==> src/rtl/pdm_tx_modulator_pkg.sv <==
// Shared constants for the PCM-to-PDM transmitter: FSM encoding, default widths,
// full-scale feedback value and integrator saturation limits.
package pdm_tx_modulator_pkg;

   localparam int PDM_BUS_WIDTH  = 16;
   localparam int PDM_FIFO_DEPTH = 4;
   localparam int PDM_ACC_WIDTH  = 20;

   typedef enum logic [1:0] {
      ST_IDLE  = 2'd0,
      ST_PRIME = 2'd1,
      ST_RUN   = 2'd2,
      ST_FLUSH = 2'd3
   } state_e;

   // Feedback magnitude: the PDM bit stands for +/- one PCM full scale.
   function automatic longint full_scale(input int bus_width);
      return longint'(1) << (bus_width - 1);
   endfunction

   function automatic longint acc_max(input int acc_width);
      return (longint'(1) << (acc_width - 1)) - 1;
   endfunction

   function automatic longint acc_min(input int acc_width);
      return -(longint'(1) << (acc_width - 1));
   endfunction

endpackage

==> src/rtl/pdm_tx_modulator_fifo.sv <==
// Small synchronous sample FIFO; push when not full, pop when not empty,
// clear_i empties it and wins over a same-cycle push or pop.
module pcm_sample_fifo #(
   parameter int FIFO_DEPTH = 4,
   parameter int BUS_WIDTH  = 16
) (
   input  logic                            clk_i,
   input  logic                            rst_ni,
   input  logic                            clear_i,
   input  logic                            push_i,
   input  logic                            pop_i,
   input  logic [BUS_WIDTH-1:0]            data_i,
   output logic [BUS_WIDTH-1:0]            data_o,
   output logic [$clog2(FIFO_DEPTH):0]     level_o,
   output logic                            full_o,
   output logic                            empty_o
);

   localparam int PW = $clog2(FIFO_DEPTH);
   localparam int LW = PW + 1;

   logic [BUS_WIDTH-1:0] mem_q [FIFO_DEPTH];
   logic [PW-1:0]        wr_ptr_q, wr_ptr_d;
   logic [PW-1:0]        rd_ptr_q, rd_ptr_d;
   logic [LW-1:0]        level_q, level_d;
   logic                 do_push, do_pop;

   assign full_o  = (level_q == LW'(FIFO_DEPTH));
   assign empty_o = (level_q == '0);
   assign do_push = push_i & ~full_o;
   assign do_pop  = pop_i & ~empty_o;
   assign data_o  = mem_q[rd_ptr_q];
   assign level_o = level_q;

   // Pointers wrap naturally because the depth is a power of two.
   always_comb begin
      wr_ptr_d = wr_ptr_q;
      rd_ptr_d = rd_ptr_q;
      level_d  = level_q;
      if (do_push) wr_ptr_d = wr_ptr_q + PW'(1);
      if (do_pop)  rd_ptr_d = rd_ptr_q + PW'(1);
      case ({do_push, do_pop})
         2'b10:   level_d = level_q + LW'(1);
         2'b01:   level_d = level_q - LW'(1);
         default: level_d = level_q;
      endcase
   end

   always_ff @(posedge clk_i) begin
      if (!rst_ni || clear_i) begin
         wr_ptr_q <= '0;
         rd_ptr_q <= '0;
         level_q  <= '0;
      end else begin
         wr_ptr_q <= wr_ptr_d;
         rd_ptr_q <= rd_ptr_d;
         level_q  <= level_d;
      end
   end

   always_ff @(posedge clk_i) begin
      if (rst_ni && !clear_i && do_push) mem_q[wr_ptr_q] <= data_i;
   end

endmodule

==> src/rtl/pdm_tx_modulator.sv <==
// PCM-to-PDM transmitter: buffers PCM samples, pops one per ce_pcm and runs a
// saturating 2nd-order sigma-delta modulator producing one bit per mclk rise.
module pdm_tx_modulator
   import pdm_tx_modulator_pkg::*;
#(
   parameter int BUS_WIDTH  = PDM_BUS_WIDTH,
   parameter int FIFO_DEPTH = PDM_FIFO_DEPTH,
   parameter int ACC_WIDTH  = PDM_ACC_WIDTH
) (
   input  logic                           wb_clk_i,
   input  logic                           wb_rst_i,
   input  logic                           mclk,
   input  logic                           ce_pcm,
   input  logic                           enable_i,
   input  logic                           clear_i,
   input  logic                           pcm_valid_i,
   input  logic [BUS_WIDTH-1:0]           pcm_data_i,
   output logic                           pcm_ready_o,
   output logic                           pdm_data_o,
   output logic                           busy_o,
   output logic                           underrun_o,
   output logic [$clog2(FIFO_DEPTH):0]    fifo_level_o
);

   localparam int SW = ACC_WIDTH + 2;
   localparam logic signed [SW-1:0]        FB_POS = SW'(full_scale(BUS_WIDTH));
   localparam logic signed [SW-1:0]        FB_NEG = -FB_POS;
   localparam logic signed [SW-1:0]        SAT_HI = SW'(acc_max(ACC_WIDTH));
   localparam logic signed [SW-1:0]        SAT_LO = SW'(acc_min(ACC_WIDTH));
   localparam logic signed [ACC_WIDTH-1:0] ACC_HI = ACC_WIDTH'(acc_max(ACC_WIDTH));
   localparam logic signed [ACC_WIDTH-1:0] ACC_LO = ACC_WIDTH'(acc_min(ACC_WIDTH));

   state_e                        state_q, state_d;
   logic                          mclk_q;
   logic                          tick;
   logic signed [ACC_WIDTH-1:0]   int1_q, int1_d, int2_q, int2_d;
   logic signed [BUS_WIDTH-1:0]   held_q, held_d;
   logic                          pdm_q, pdm_d;
   logic                          underrun_q, underrun_d;

   logic                          fifo_push, fifo_pop, fifo_full, fifo_empty;
   logic [BUS_WIDTH-1:0]          fifo_head;
   logic [$clog2(FIFO_DEPTH):0]   fifo_level;
   logic                          pop_state;

   logic signed [SW-1:0]          x_ext, fb, int1_ext, int2_ext, sum1, sum2, int1_new_ext;
   logic signed [ACC_WIDTH-1:0]   int1_new, int2_new;
   logic                          pdm_new;

   function automatic logic signed [ACC_WIDTH-1:0] sat(input logic signed [SW-1:0] v);
      if (v > SAT_HI) return ACC_HI;
      if (v < SAT_LO) return ACC_LO;
      return ACC_WIDTH'(v);
   endfunction

   assign tick        = mclk & ~mclk_q;
   assign pcm_ready_o = ~fifo_full;
   assign fifo_push   = pcm_valid_i & pcm_ready_o;
   assign pop_state   = (state_q == ST_PRIME) || (state_q == ST_RUN) || (state_q == ST_FLUSH);
   assign fifo_pop    = ce_pcm & pop_state & ~fifo_empty;

   pcm_sample_fifo #(
      .FIFO_DEPTH (FIFO_DEPTH),
      .BUS_WIDTH  (BUS_WIDTH)
   ) u_fifo (
      .clk_i   (wb_clk_i),
      .rst_ni  (wb_rst_i),
      .clear_i (clear_i),
      .push_i  (fifo_push),
      .pop_i   (fifo_pop),
      .data_i  (pcm_data_i),
      .data_o  (fifo_head),
      .level_o (fifo_level),
      .full_o  (fifo_full),
      .empty_o (fifo_empty)
   );

   // Modulator step; sums are kept two bits wider so saturation sees the true value.
   assign x_ext        = {{(SW-BUS_WIDTH){held_q[BUS_WIDTH-1]}}, held_q};
   assign fb           = pdm_q ? FB_POS : FB_NEG;
   assign int1_ext     = {{2{int1_q[ACC_WIDTH-1]}}, int1_q};
   assign int2_ext     = {{2{int2_q[ACC_WIDTH-1]}}, int2_q};
   assign sum1         = int1_ext + x_ext - fb;
   assign int1_new     = sat(sum1);
   assign int1_new_ext = {{2{int1_new[ACC_WIDTH-1]}}, int1_new};
   assign sum2         = int2_ext + int1_new_ext - fb;
   assign int2_new     = sat(sum2);
   assign pdm_new      = ~int2_new[ACC_WIDTH-1];

   always_comb begin
      state_d    = state_q;
      int1_d     = int1_q;
      int2_d     = int2_q;
      held_d     = held_q;
      pdm_d      = pdm_q;
      underrun_d = underrun_q;

      if (fifo_pop) held_d = fifo_head;

      case (state_q)
         ST_IDLE: begin
            int1_d = '0;
            int2_d = '0;
            if (tick) pdm_d = ~pdm_q;
            if (enable_i) state_d = ST_PRIME;
         end
         ST_PRIME: begin
            if (!enable_i)     state_d = ST_IDLE;
            else if (fifo_pop) state_d = ST_RUN;
         end
         ST_RUN: begin
            if (tick) begin
               int1_d = int1_new;
               int2_d = int2_new;
               pdm_d  = pdm_new;
            end
            if (ce_pcm && fifo_empty) underrun_d = 1'b1;
            if (!enable_i) state_d = ST_FLUSH;
         end
         ST_FLUSH: begin
            if (tick) begin
               int1_d = int1_new;
               int2_d = int2_new;
               pdm_d  = pdm_new;
            end
            // An empty strobe here marks the natural end of the stream, not an underrun.
            if (enable_i)                  state_d = ST_RUN;
            else if (ce_pcm && fifo_empty) state_d = ST_IDLE;
         end
         default: state_d = ST_IDLE;
      endcase
   end

   always_ff @(posedge wb_clk_i) begin
      if (!wb_rst_i) begin
         state_q    <= ST_IDLE;
         mclk_q     <= 1'b0;
         int1_q     <= '0;
         int2_q     <= '0;
         held_q     <= '0;
         pdm_q      <= 1'b0;
         underrun_q <= 1'b0;
      end else if (clear_i) begin
         state_q    <= enable_i ? ST_PRIME : ST_IDLE;
         mclk_q     <= 1'b0;
         int1_q     <= '0;
         int2_q     <= '0;
         held_q     <= '0;
         pdm_q      <= 1'b0;
         underrun_q <= 1'b0;
      end else begin
         state_q    <= state_d;
         mclk_q     <= mclk;
         int1_q     <= int1_d;
         int2_q     <= int2_d;
         held_q     <= held_d;
         pdm_q      <= pdm_d;
         underrun_q <= underrun_d;
      end
   end

   assign pdm_data_o   = pdm_q;
   assign busy_o       = (state_q != ST_IDLE);
   assign underrun_o   = underrun_q;
   assign fifo_level_o = fifo_level;

endmodule

==> config.mk <==
export PLATFORM = sky130hd
export DESIGN_NAME = pdm_tx_modulator
export DESIGN_NICKNAME = d
export VERILOG_FILES = /design/src/rtl/pdm_tx_modulator_pkg.sv /design/src/rtl/pdm_tx_modulator_fifo.sv /design/src/rtl/pdm_tx_modulator.sv
export SDC_FILE = /design/constraint.sdc
export NUM_CORES = 1
export LEC_CHECK = 0
export ABC_AREA = 1
export BUFFER_PORTS_ARGS = -buffer_cell sky130_fd_sc_hd__buf_2
export CAP_MARGIN = 0
export CORE_MARGIN = 1
export CORE_UTILIZATION = 56
export DETAILED_ROUTE_END_ITERATION = 12
export HOLD_SLACK_MARGIN = 0.15
export PLACE_DENSITY_LB_ADDON = 0.2
export SLEW_MARGIN = 20
export SYNTH_ARGS = -nofsm -noshare
export SYNTH_HDL_FRONTEND = slang
export SYNTH_SLANG_ARGS = --single-unit
==> constraint.sdc <==
create_clock -name wb_clk_i -period 8.2 [get_ports wb_clk_i]
set_input_delay 0 -clock wb_clk_i [delete_from_list [all_inputs] [get_ports wb_clk_i]]
set_output_delay 0 -clock wb_clk_i [all_outputs]
set_load 0.01 [all_outputs]
## Yosys cells after proc, flatten, opt, wreduce, memory -nomap -nowiden

Memories as Yosys holds them, arrays and structs flattened. A register that Yosys moved wholly into a read port is not among the register bits.
Cells that the tools add are included.

| word-level totals | value |
|---|---|
| bits in writable memories | 64 |
| word-level logic and storage cells | 99 |
| bits in latches | 0 |
| ROM bits | 0 |
| memories | 1 |
| register bits | 52 |

Memory list:

| name | words | bits a word | rd ports | clocked after Yosys merged registers in | wr ports | line | source |
|---|---|---|---|---|---|---|---|
| u_fifo.mem_q | 4 | 16 | 1 | 1 | 1 | pdm_tx_modulator_fifo.sv:22 | `logic [BUS_WIDTH-1:0] mem_q [FIFO_DEPTH];` |

| operators by class | value |
|---|---|
| div/mod/pow operators | 0 |
| bitwise logic cells | 12 |
| add/subtract/negate cells | 8 |
| eq/ne operators | 12 |
| multiplexer cells | 34 |
| $mul | 0 |
| shifts and indexed selects | 0 |
| order comparisons | 4 |
| reductions and logical operators | 19 |

Operator list:

| operator | count |
|---|---|
| $mux 20 | 10 |
| $pmux 20 s2 | 2 |
| $gt 22x20->1 const B | 2 |
| $lt 22x20->1 const B | 2 |
| $sub 21x22->22 | 2 |
| $mux 22 | 1 |
| $add 20x16->21 | 1 |
| $add 20x20->21 | 1 |
| $mux 2 | 7 |
| $mux 1 | 11 |
| $ne 4x3->1 const B | 2 |
| $pmux 2 s4 | 1 |
| $and 1x1->1 | 6 |
| $eq 2x2->1 const B | 3 |
| $ne 3x3->1 const B | 2 |
| $not 1->1 | 6 |
| $pmux 3 s2 | 1 |
| $reduce_bool 2->1 | 3 |
| $add 2x1->2 const B | 2 |
| $eq 2x1->1 const B | 2 |
| $reduce_and 2->1 | 2 |
| $reduce_and 4->1 | 1 |
| $reduce_or 2->1 | 2 |
| $add 3x1->3 const B | 1 |
| other kinds (11) | 16 |

## Longest topological paths before layout

Gate-level depths: netlist (run 1).

| logic depth | value |
|---|---|
| word-level depth | 17 |
| gate-level depth with buffers | 39 |
| gate-level depth less buffers | 37 |

## Cells and area by module

From an unflattened synthesis (run 1), not the netlist that was laid out.

| unflattened totals | value |
|---|---|
| cell total of the unflattened synthesis | 1,245 |
| area total of the unflattened synthesis | 9,087.5 µm² |

Modules (own cells, without submodules):

| module | cells an instance | area each (µm²) | seq. area each (µm²) | instances |
|---|---|---|---|---|
| pdm_tx_modulator | 1,014 | 6,207.2 | 1,221.2 | 1 |
| pcm_sample_fifo | 231 | 2,880.3 | 2,102.0 | 1 |

## Worst setup path before layout (run 1)

Ideal clock, no wire load.

| path | value |
|---|---|
| path type | flip-flop to flip-flop |
| start | reg pdm_q, in the netlist pdm_data_o |
| end | reg int2_q[13] |
| clock period less this slack | 5,011 ps |
| path slack | 3,189 ps |
| stages on the path, launching flop included | 31 |
| arrival | 4,942 ps |
| cell sequence | dfxtp_1 -> inv_1 -> fa_1 -> inv_1 -> ha_1 -> nand2_1 -> nand2_1 -> o21bai_1 -> a21oi_1 -> nand3_2 -> nand2_1 -> nand2_1 -> nand2_2 -> buf_4 -> nand2_1 -> nand2_1 -> inv_1 -> fa_1 -> inv_1 -> ha_1 -> nand2_1 -> nand2_1 -> o21bai_1 -> a21oi_1 -> nand3_1 -> nand2_1 -> nand2_2 -> a21oi_4 -> buf_8 -> nand2_2 -> a21oi_2 |

| between the ends | value |
|---|---|
| cells in the longest elaborated chain, start to end | 16 |
| elaborated cells on any way between the ends | 22 |

RTL lines:

| element | line | source |
|---|---|---|
| from (decl) | pdm_tx_modulator.sv:38 | `logic pdm_q, pdm_d;` |
| from (signal assigned) | pdm_tx_modulator.sv:157 | `pdm_q <= pdm_d;` |
| $mux 22 (*) | pdm_tx_modulator.sv:80 | `assign fb = pdm_q ? FB_POS : FB_NEG;` |
| $sub 21x22->22 | pdm_tx_modulator.sv:83 | `assign sum1 = int1_ext + x_ext - fb;` |
| $lt 22x20->1 | pdm_tx_modulator.sv:52 | `if (v < SAT_LO) return ACC_LO;` |
| $mux 1 (2 in series) | pdm_tx_modulator.sv:52 |  |
| $mux 20 | pdm_tx_modulator.sv:53 | `return ACC_WIDTH'(v);` |
| $mux 20 | pdm_tx_modulator.sv:52 |  |
| $add 20x20->21 | pdm_tx_modulator.sv:86 | `assign sum2 = int2_ext + int1_new_ext - fb;` |
| $sub 21x22->22 (*) | pdm_tx_modulator.sv:86 |  |
| $lt 22x20->1 | pdm_tx_modulator.sv:52 |  |
| $mux 1 (2 in series) | pdm_tx_modulator.sv:52 |  |
| $mux 20 | pdm_tx_modulator.sv:53 |  |
| $mux 20 (*) | pdm_tx_modulator.sv:52 |  |
| $mux 20 (*) | pdm_tx_modulator.sv:112, pdm_tx_modulator.sv:121 |  |
| $pmux 20 s2 (*) | pdm_tx_modulator.sv:100 | `case (state_q)` |
| to (signal assigned) | pdm_tx_modulator.sv:155 | `int2_q <= int2_d;` |
| to (decl) | pdm_tx_modulator.sv:36 | `logic signed [ACC_WIDTH-1:0] int1_q, int1_d, int2_q, int2_d;` |

Every way passes the cells marked *; elsewhere a longest branch is shown, timed or not. The select of a mux whose other input is x is not followed.
A chain may end at the register's enable or synchronous reset.

## Worst setup path in the final report (run 1)

| path | value |
|---|---|
| start | reg pdm_q, in the netlist pdm_data_o |
| end | reg int2_q[8] |

The elaborated chain is that of the path after synthesis.

==> impl_summary.md, run 1 <==
Status
The flow ran to the end, and the final reports show no timing, DRC or antenna violations.

Setup path
The start-to-end type of the worst setup path is reg -> reg. The worst register-to-register path has a setup slack of 2340 ps. The startpoint kind of the worst setup timing path is a flop. The master of the slowest instance on the critical path is sky130_fd_sc_hd__dfxtp_1. The worst path required time is 8550 ps. Counting cells, the worst reg-to-reg path comes to 29. The endpoint identified for the worst register-to-register timing path is int2_q[8]. The most numerous cell type found on the critical path is sky130_fd_sc_hd__nand2_1. The startpoint of the most critical setup path is pdm_data_o. The endpoint class of the critical path is a flop. At the worst endpoint, the arrival time is 6210 ps.

The maximum fanout along the worst path is 20. The delay contributed by the slowest stage of the critical path is 580 ps. In this run the worst setup path terminates at int2_q[8]. The source of the worst register-to-register timing path is pdm_data_o.

GRT
The via count of the first global-routing pass is 7,368. Entering global routing, the biggest net connects 46 pins. The initial antenna violation count is 0.

Summed over all layers, the global routing overflow is 0. In the global route stage, overall resource usage came out at between 20 and 30%. The first-pass GRT wire length is 35,430 um.

Synthesis
The count of flip-flops with a built-in enable after synthesis is 64. The share of flip-flops with an asynchronous set or reset after synthesis is 0%. The total of warnings raised by yosys is 0. The post-synthesis cell count is 1,230. In this run the cell area of the synthesized design comes to 9101 um^2.

After synthesis the netlist holds a flip-flop and latch count of 132. Summed over all instances, the cell type with the most area after synthesis is sky130_fd_sc_hd__edfxtp_1. Dividing the synthesized area by the synthesized cell count gives 7.399 um^2.

Of the post-synthesis cell area, the dominant cell type holds 21.12%. The post-synthesis net count is around 1.3k. sky130_fd_sc_hd__nand2_1 is the most common cell in the netlist. The commonest cells after synthesis are sky130_fd_sc_hd__nand2_1 (309), sky130_fd_sc_hd__inv_1 (229), sky130_fd_sc_hd__nor2_1 (110), sky130_fd_sc_hd__ha_1 (77), sky130_fd_sc_hd__a21oi_1 (73). Sorting the synthesized cells by area gives the leading types as sky130_fd_sc_hd__edfxtp_1 (21%), sky130_fd_sc_hd__dfxtp_1 (15%), sky130_fd_sc_hd__nand2_1 (13%). Sequential elements use 36.07% of the synthesized area. The most used flip-flop cell after synthesis is sky130_fd_sc_hd__dfxtp_1. The distinct cell type count of the synthesized netlist is 42.

Pwr
The part of the total power dissipated in the clock network is 34.4%. The fraction of power consumed by sequential logic is 31.3%. The net switching share of the total power is about two fifths. Cell internal power was estimated by the tool at 1.389 mW. Dividing total power by cell area gives a power density of ~220 nW/um^2.

For this design the static power due to leakage is 4.825 nW. Combinational logic is responsible for 34.3% of the overall power. The largest voltage drop on the vdd net is 0.0001924 V. The switching power total is 0.8607 mW.

Routing
After detailed routing, the number of remaining DRC violations is 0. The detailed router placed 7,752 vias in this run. The starting DRC count in detailed routing is between 400 and 500. After detailed routing, the average wire length per cell comes to 14.41 um. The count of nets left with antenna violations once routing finished came out at 0. The first detailed-routing pass took 5 iterations.

Wires add up to 21,690 um. The average vias per placed instance is roughly 5.2.

Clock network
The number of clock buffers added by TritonCTS is 17. TritonCTS built the clock tree. The clock net sink count is between 100 and 150. The number of cells upsized or downsized after cts is 0. In this run the clock root is driven by a sky130_fd_sc_hd__clkbuf_16. Buffers inserted to repair hold after CTS numbered 23. The level count of the clock H-tree is 4. The worst-skew pair later-pin latency is 430 ps. Clock-pin slew was measured on the worst setup and hold paths at 70 ps. Counting along the longest clock path gives a buffer depth of 2. After clock tree synthesis, the setup repair step added 0 buffers.

Final layout
The share of final-layout standard cells stronger than drive strength 1 is 11.25%. The antenna diode count is 0. The footprint of the multi-input gates is 4793 um^2. Relative to the synthesized area, the layout overhead comes to 12.48%. The total area of sequential cells is 3283 um^2. The number of nets in the final layout is ~1.4k. The number of inserted filler cells in the final layout is 1,477.

Min path
The start point of the worst min-delay path is pcm_data_i[7]. The path class of the tightest hold or removal check is in -> reg. The number of instances on the worst hold path is 2.

Floorplanning
The height of the chip is roughly 130 um. 30 I/O pins were placed. The initial utilization of the core area, before any placement, comes to around 57%.

The area of the core is ~16,000 um^2. The die covers 16,770 um^2. The initialized floorplan defines 46 standard-cell rows. From left edge to right edge, the die measures 129.5 um.

Timing
The final clock period utilization by the worst path is between 70% and 80%. At the pin with the least slew margin, the transition time is 1047 ps. Timing would allow up to 0.1707 GHz. The max-slew violation count came to 0.

The summed negative setup slack over all endpoints is 0 ps. On the final layout, the worst clock skew is roughly 12 ps. The clock period could shrink to 5857 ps. Setup violations remaining at the end of the flow were counted as 0.

Setup repair after global routing left no endpoint under its margin. Measured against its own limit, the worst slew margin works out to a little under a third. The worst hold slack across all endpoints is 311.7 ps. The final count of hold timing violations is 0.

Placement
After legalization and detailed placement, the total HPWL measured 15,410 um. Routability-driven placement finished with a final weighted congestion of 0.9585. Input and output buffers added on the ports amount to 29.

Job
Across the run, the number of max-cap violations was 0.
==> cell families (layout without fill, tap and decap cells) <==
family	after synthesis	count (layout)	synth area share (%)
simple gates	525	525	25.27
fa+ha+maj	86	86	12.57
xor+xnor	30	30	2.887
flops	132	132	36.07
compound gates	189	189	11.71
buf+inv	268	327	11.49
==> power by group through the flow <==
stage          Clock, mW  Combinational, mW  Sequential, mW
2_1_floorplan          0              0.586           0.719
3_3_place_gp           0              0.750           0.719
3_5_place_dp           0              0.748           0.719
4_1_cts            0.772              0.763           0.705
5_1_grt            0.803              0.863           0.706
6_report           0.773              0.772           0.705
==> critical path, delay by kind of cell, from the launching register on <==
kind / cells / cell delay [ps]
buf+inv: 4 / 400
compound gates: 5 / 1400
fa+ha+maj: 4 / 1780
flops: 1 / 580
simple gates: 16 / 1620
==> metrics by stage <==
step	setup WS (ps)	utilization [%]	std cells	cell area, um^2	total power, mW
final	2343	64.45	1505	10240	2.250
after global routing	1834	64.45	1505	10240	2.372
after CTS	2348	64.45	1505	10240	2.240
after detailed placement	2366	59.32	1450	9423	1.467
after global placement	2577	59.32	1450	9423	1.470
after floorplan	3189	-	1230	9101	1.305
==> sequential cells by signal, summed over array words and instances (netlist names) <==
name / flops
pdm_data_o: 1
u_fifo.mem_q: 64
int2_q: 20
state_q: 2
u_fifo.level_o: 3
u_fifo.wr_ptr_q: 2
mclk_q: 1
underrun_o: 1
u_fifo.rd_ptr_q: 2
int1_q: 20
held_q: 16
==> worst min path at each step <==
stage / end / slack [ps]
2_1_floorplan: u_fifo.mem_q[0][0] / 100
3_3_place_gp: u_fifo.mem_q[1][3] / 210
3_5_place_dp: u_fifo.mem_q[1][3] / 210
4_1_cts: underrun_o / 310
5_1_grt: u_fifo.mem_q[2][11] / 320
6_report: u_fifo.mem_q[3][7] / 310
==> layer usage <==
metal / GRT usage, % / vias up / share of wire [%]
met5: 0 / - / 0
met1: 34.96 / 3503 / 46
li1: - / 4000 / -
met3: 4.583 / 39 / 4.5
met2: 47.79 / 210 / 47
met4: 9.097 / 0 / 2.1
==> placed cells by master (no fill, tap or decap), types with 11 or more instances in the layout <==
| cell type | n |
|---|---|
| sky130_fd_sc_hd__nand2_1 | 308 |
| sky130_fd_sc_hd__inv_1 | 229 |
| sky130_fd_sc_hd__nor2_1 | 105 |
| sky130_fd_sc_hd__ha_1 | 77 |
| sky130_fd_sc_hd__a21oi_1 | 73 |
| sky130_fd_sc_hd__dfxtp_1 | 68 |
| sky130_fd_sc_hd__o21ai_0 | 66 |
| sky130_fd_sc_hd__edfxtp_1 | 64 |
| sky130_fd_sc_hd__nand2_2 | 29 |
| sky130_fd_sc_hd__buf_2 | 29 |
| sky130_fd_sc_hd__nand3_1 | 23 |
| sky130_fd_sc_hd__dlygate4sd3_1 | 23 |
| sky130_fd_sc_hd__xor2_1 | 21 |
| sky130_fd_sc_hd__a31oi_1 | 21 |
| sky130_fd_sc_hd__nand4_1 | 20 |
| sky130_fd_sc_hd__clkbuf_16 | 17 |
| sky130_fd_sc_hd__a21oi_2 | 12 |
| sky130_fd_sc_hd__nor2_2 | 11 |
==> layout make-up <==
class	instances	share of cell area, %
clock buffers	17	4.155
multi-input cells	830	46.82
well taps	216	2.640
flip-flops and latches	132	32.07
inverters	238	8.726
repair buffers	57	4.033
clock inverters	15	1.552
Note: power is estimated with default switching activity, not from simulation.
==> inputs of run 2 (changes only) <==
==> constraint.sdc (replaced) <==
create_clock -name wb_clk_i -period 4.8 [get_ports wb_clk_i]
set_input_delay 0 -clock wb_clk_i [delete_from_list [all_inputs] [get_ports wb_clk_i]]
set_output_delay 0 -clock wb_clk_i [all_outputs]
set_load 0.01 [all_outputs]
==> run 2 against run 1 <==
Effect of this change: critical path depth increased by 1; die area unchanged; core utilization increased by 9.9 points; register-to-register slack got worse by 2400 ps; final area increased by 15%; global-route usage increased by 2.5 points; critical endpoint is now int2_q[12]; sequential cell count unchanged; power increased by 110%; the run now ends with setup timing left; worst hold slack improved by 7.5 ps; wire length increased by 19%; non-clock buffer count increased by 96.
==> impl_summary.md, run 2 (same netlist as run 1, synthesis figures left out) <==
Timing
The normalized max-slew margin is 34.50% (+4.4 points). The final setup skew is 15.81 ps (+4.239 ps). The final clock period utilization by the worst path came to 101.2% (+30 points). The max-slew violation count is 0 (unchanged). Setup repair after global routing could not meet its margin everywhere. The number of setup violations in the final report is 14 (+14).

The fmax is 0.2058 GHz (+21%). The shortest period the worst path allows was 4858 ps (-998.8 ps). The setup slack after layout is -58.12 ps (-2401 ps). The final count of hold timing violations is 0 (unchanged).

The transition time at the pin with the least slew margin came to 981.5 ps (-65.43 ps).

Pwr
The largest voltage drop on the vdd net came to 0.0003103 V (+61%). The power density over cell area is 394.8 nW/um^2 (+80%). The cell leakage power is 5.407 nW (+12%). The total power draw was 4.665 mW (+110%).

Clock network
The clock net sink count is 132 (unchanged). The maximum buffer depth of the clock tree was 2 (unchanged). The level count of the clock H-tree is 4 (unchanged). The clock-pin transition on the worst setup and hold timing paths is 70 ps (about the same). The worst-skew pair later-pin latency is 430 ps (about the same).

The root buffer selected by CTS is sky130_fd_sc_hd__clkbuf_16. The clock buffer count from CTS came to 17 (unchanged). TritonCTS built the clock tree.

Setup path
The source of the worst register-to-register timing path is held_q[15]. The master of the slowest instance on the critical path is sky130_fd_sc_hd__fa_1. The startpoint kind of the worst setup timing path is a flop. The worst path required time is 5150 ps (-3400 ps). The arrival time of data at the critical path endpoint is 5200 ps (-1010 ps). The start-to-end type of the worst setup path is reg -> reg. The maximum fanout along the worst path was 8 (-60%).

The endpoint of the most critical register-to-register path is int2_q[12]. The worst setup path is captured at a flop. The delay contributed by the slowest stage of the critical path is 530 ps (-50 ps). The setup slack on the worst flop-to-flop path is -60 ps (-2400 ps). The depth of the worst register-to-register path is 30 (+3.4%).

The dominant cell type by count on the critical path is sky130_fd_sc_hd__nand2_2.

Final layout
The most common cell after layout, fill and taps aside is sky130_fd_sc_hd__nand2_1. The number of nets in the final layout is 1,483 (+7.1%). The share of final-layout standard cells stronger than drive strength 1 is 26.60% (+15 points). In the layout the commonest cells are sky130_fd_sc_hd__nand2_1 (259), sky130_fd_sc_hd__inv_1 (212), sky130_fd_sc_hd__nor2_1 (97). From synthesis to final layout, the design area changed by 29.82%. The register with the most flip-flops in the final layout is u_fifo.mem_q. The largest registers in the layout are u_fifo.mem_q: 64 flops, int1_q: 20 flops, int2_q: 20 flops. The flip-flop count of the largest register, all copies and words added came to 64 (unchanged). The antenna diode count was 0 (unchanged). The core utilization of the finished layout was 74.38% (+9.9 points).

Job
The number of maximum-capacitance constraint violations is 0 (unchanged).

Routing
The final wirelength is 25,910 um (+19%). The average vias per placed instance is 5.365 (+4.2%). The number of nets still failing antenna checks after routing was 0 (unchanged).

The detailed-route via count came to 8,600 (+11%). The post-route DRC violation count is 0 (unchanged). The average routed wire per standard cell is 16.16 um (+12%).

The starting DRC count in detailed routing is 698 (+45%). The total iterations of the first detailed-routing run came to 6 (+1).

Min path
The startpoint identified for the worst hold timing path is clear_i. The path class of the lowest-slack min-delay path is in -> reg. The number of instances on the worst hold path is 5 (+3). The endpoint of the worst hold path is mclk_q.

GRT
The overall track demand over capacity in global routing is 30.01% (+2.5 points). The first-pass GRT wire length is 38,790 um (+9.5%). The global-route congestion overflow total is 0 (unchanged). The initial antenna violation count came to 0 (unchanged). The largest net degree at the start of global routing is 46 (unchanged). The via count of the first global-routing pass came to 8,125 (+10%).

Floorplanning
The I/O pin count is 30 (unchanged). The initial standard-cell utilization of the core came to 57.29% (unchanged). The area of the die came to 16,770 um^2 (unchanged). The horizontal extent of the die is 129.5 um (unchanged). The number of core rows is 46 (unchanged). The area of the core is 15,890 um^2 (unchanged). The height of the chip was 129.5 um (unchanged).

Placement
The final weighted congestion of routability-driven global placement is 0.9662 (+0.80%). The number of port buffers is 29 (unchanged). The HPWL after detailed placement came to 16,320 um (+5.9%).

Status
The flow ran to the end, but the final reports show violations. The checks that failed: setup timing.
==> run 2: cell count changes in the layout (fill, tap and decap cells not counted), moves of 5 or more <==
cell | before | now
sky130_fd_sc_hd__inv_2 | 8 | 24
sky130_fd_sc_hd__ha_4 | 0 | 26
sky130_fd_sc_hd__a21oi_4 | 1 | 6
sky130_fd_sc_hd__ha_1 | 77 | 51
sky130_fd_sc_hd__nand2_2 | 29 | 66
sky130_fd_sc_hd__buf_4 | 5 | 90
sky130_fd_sc_hd__a21oi_1 | 73 | 54
sky130_fd_sc_hd__a21oi_2 | 12 | 26
sky130_fd_sc_hd__inv_1 | 229 | 212
sky130_fd_sc_hd__nand2_4 | 1 | 13
sky130_fd_sc_hd__nor2_2 | 11 | 16
sky130_fd_sc_hd__nor2_1 | 105 | 97
sky130_fd_sc_hd__nand2_1 | 308 | 259
sky130_fd_sc_hd__buf_12 | 0 | 5
==> run 2: layout make-up <==
cell class	count	area, um^2
multi-input combinational	832	5547
fill	1190	4070
sequential	132	3291
timing repair buffer	153	1236
inverter	238	900.9
clock buffer	18	429.2
tap	216	270.3
clock inverter	14	141.4
==> run 2: how the worst max path moves through the flow <==
stage / start / endpoint / slack [ps] / cells past startpoint
after floorplan: pdm_data_o / int2_q[13] / 70 / 30
after global placement: pdm_data_o / int2_q[8] / -110 / 31
after detailed placement: pdm_data_o / int2_q[7] / -230 / 31
after CTS: pdm_data_o / int2_q[5] / 2 / 34
after global routing: held_q[15] / int2_q[12] / -230 / 30
final: held_q[15] / int2_q[12] / -60 / 30
==> run 2: power breakdown <==
group | switching [mW] | total, mW | internal, mW
logic | 1.21 | 2.16 | 0.949
clock network | 0.574 | 1.30 | 0.729
registers | 0.00910 | 1.20 | 1.19
==> run 2: per-stage QoR <==
step	area, um^2	std cells	TNS, ps	setup WS, ps	hold WS [ps]
after floorplan	9105	1230	0	69.55	98.87
after global placement	10020	1526	-1852	-111.1	212.6
after detailed placement	10020	1526	-3894	-226.7	214.2
after CTS	10940	1585	0	2.453	304.0
after global routing	11820	1603	-3659	-229.2	335.5
final	11820	1603	-361.0	-58.12	319.2
==> run 2: timing repair <==
action,CTS,global route
hold endpoints to repair,70,0
setup endpoints to repair,20,21
setup buffers,2,17
resized for setup,15,155
gates cloned,2,1
pin swaps,6,59
hold buffers,23,0
==> run 2: layer usage <==
layer	wire [um]	vias to the layer above	track usage [%]
met5	0	-	0
met4	864	0	11.15
met3	1508	84	3.592
met2	12780	338	52.15
met1	10760	3974	38.37
li1	-	4204	-
==> run 2: critical path, delay by kind of cell, from the launching register on <==
kind	cells	cell delay [ps]
compound gates	2	320
fa+ha+maj	4	1660
simple gates	19	1980
buf+inv	5	440
flops	1	370
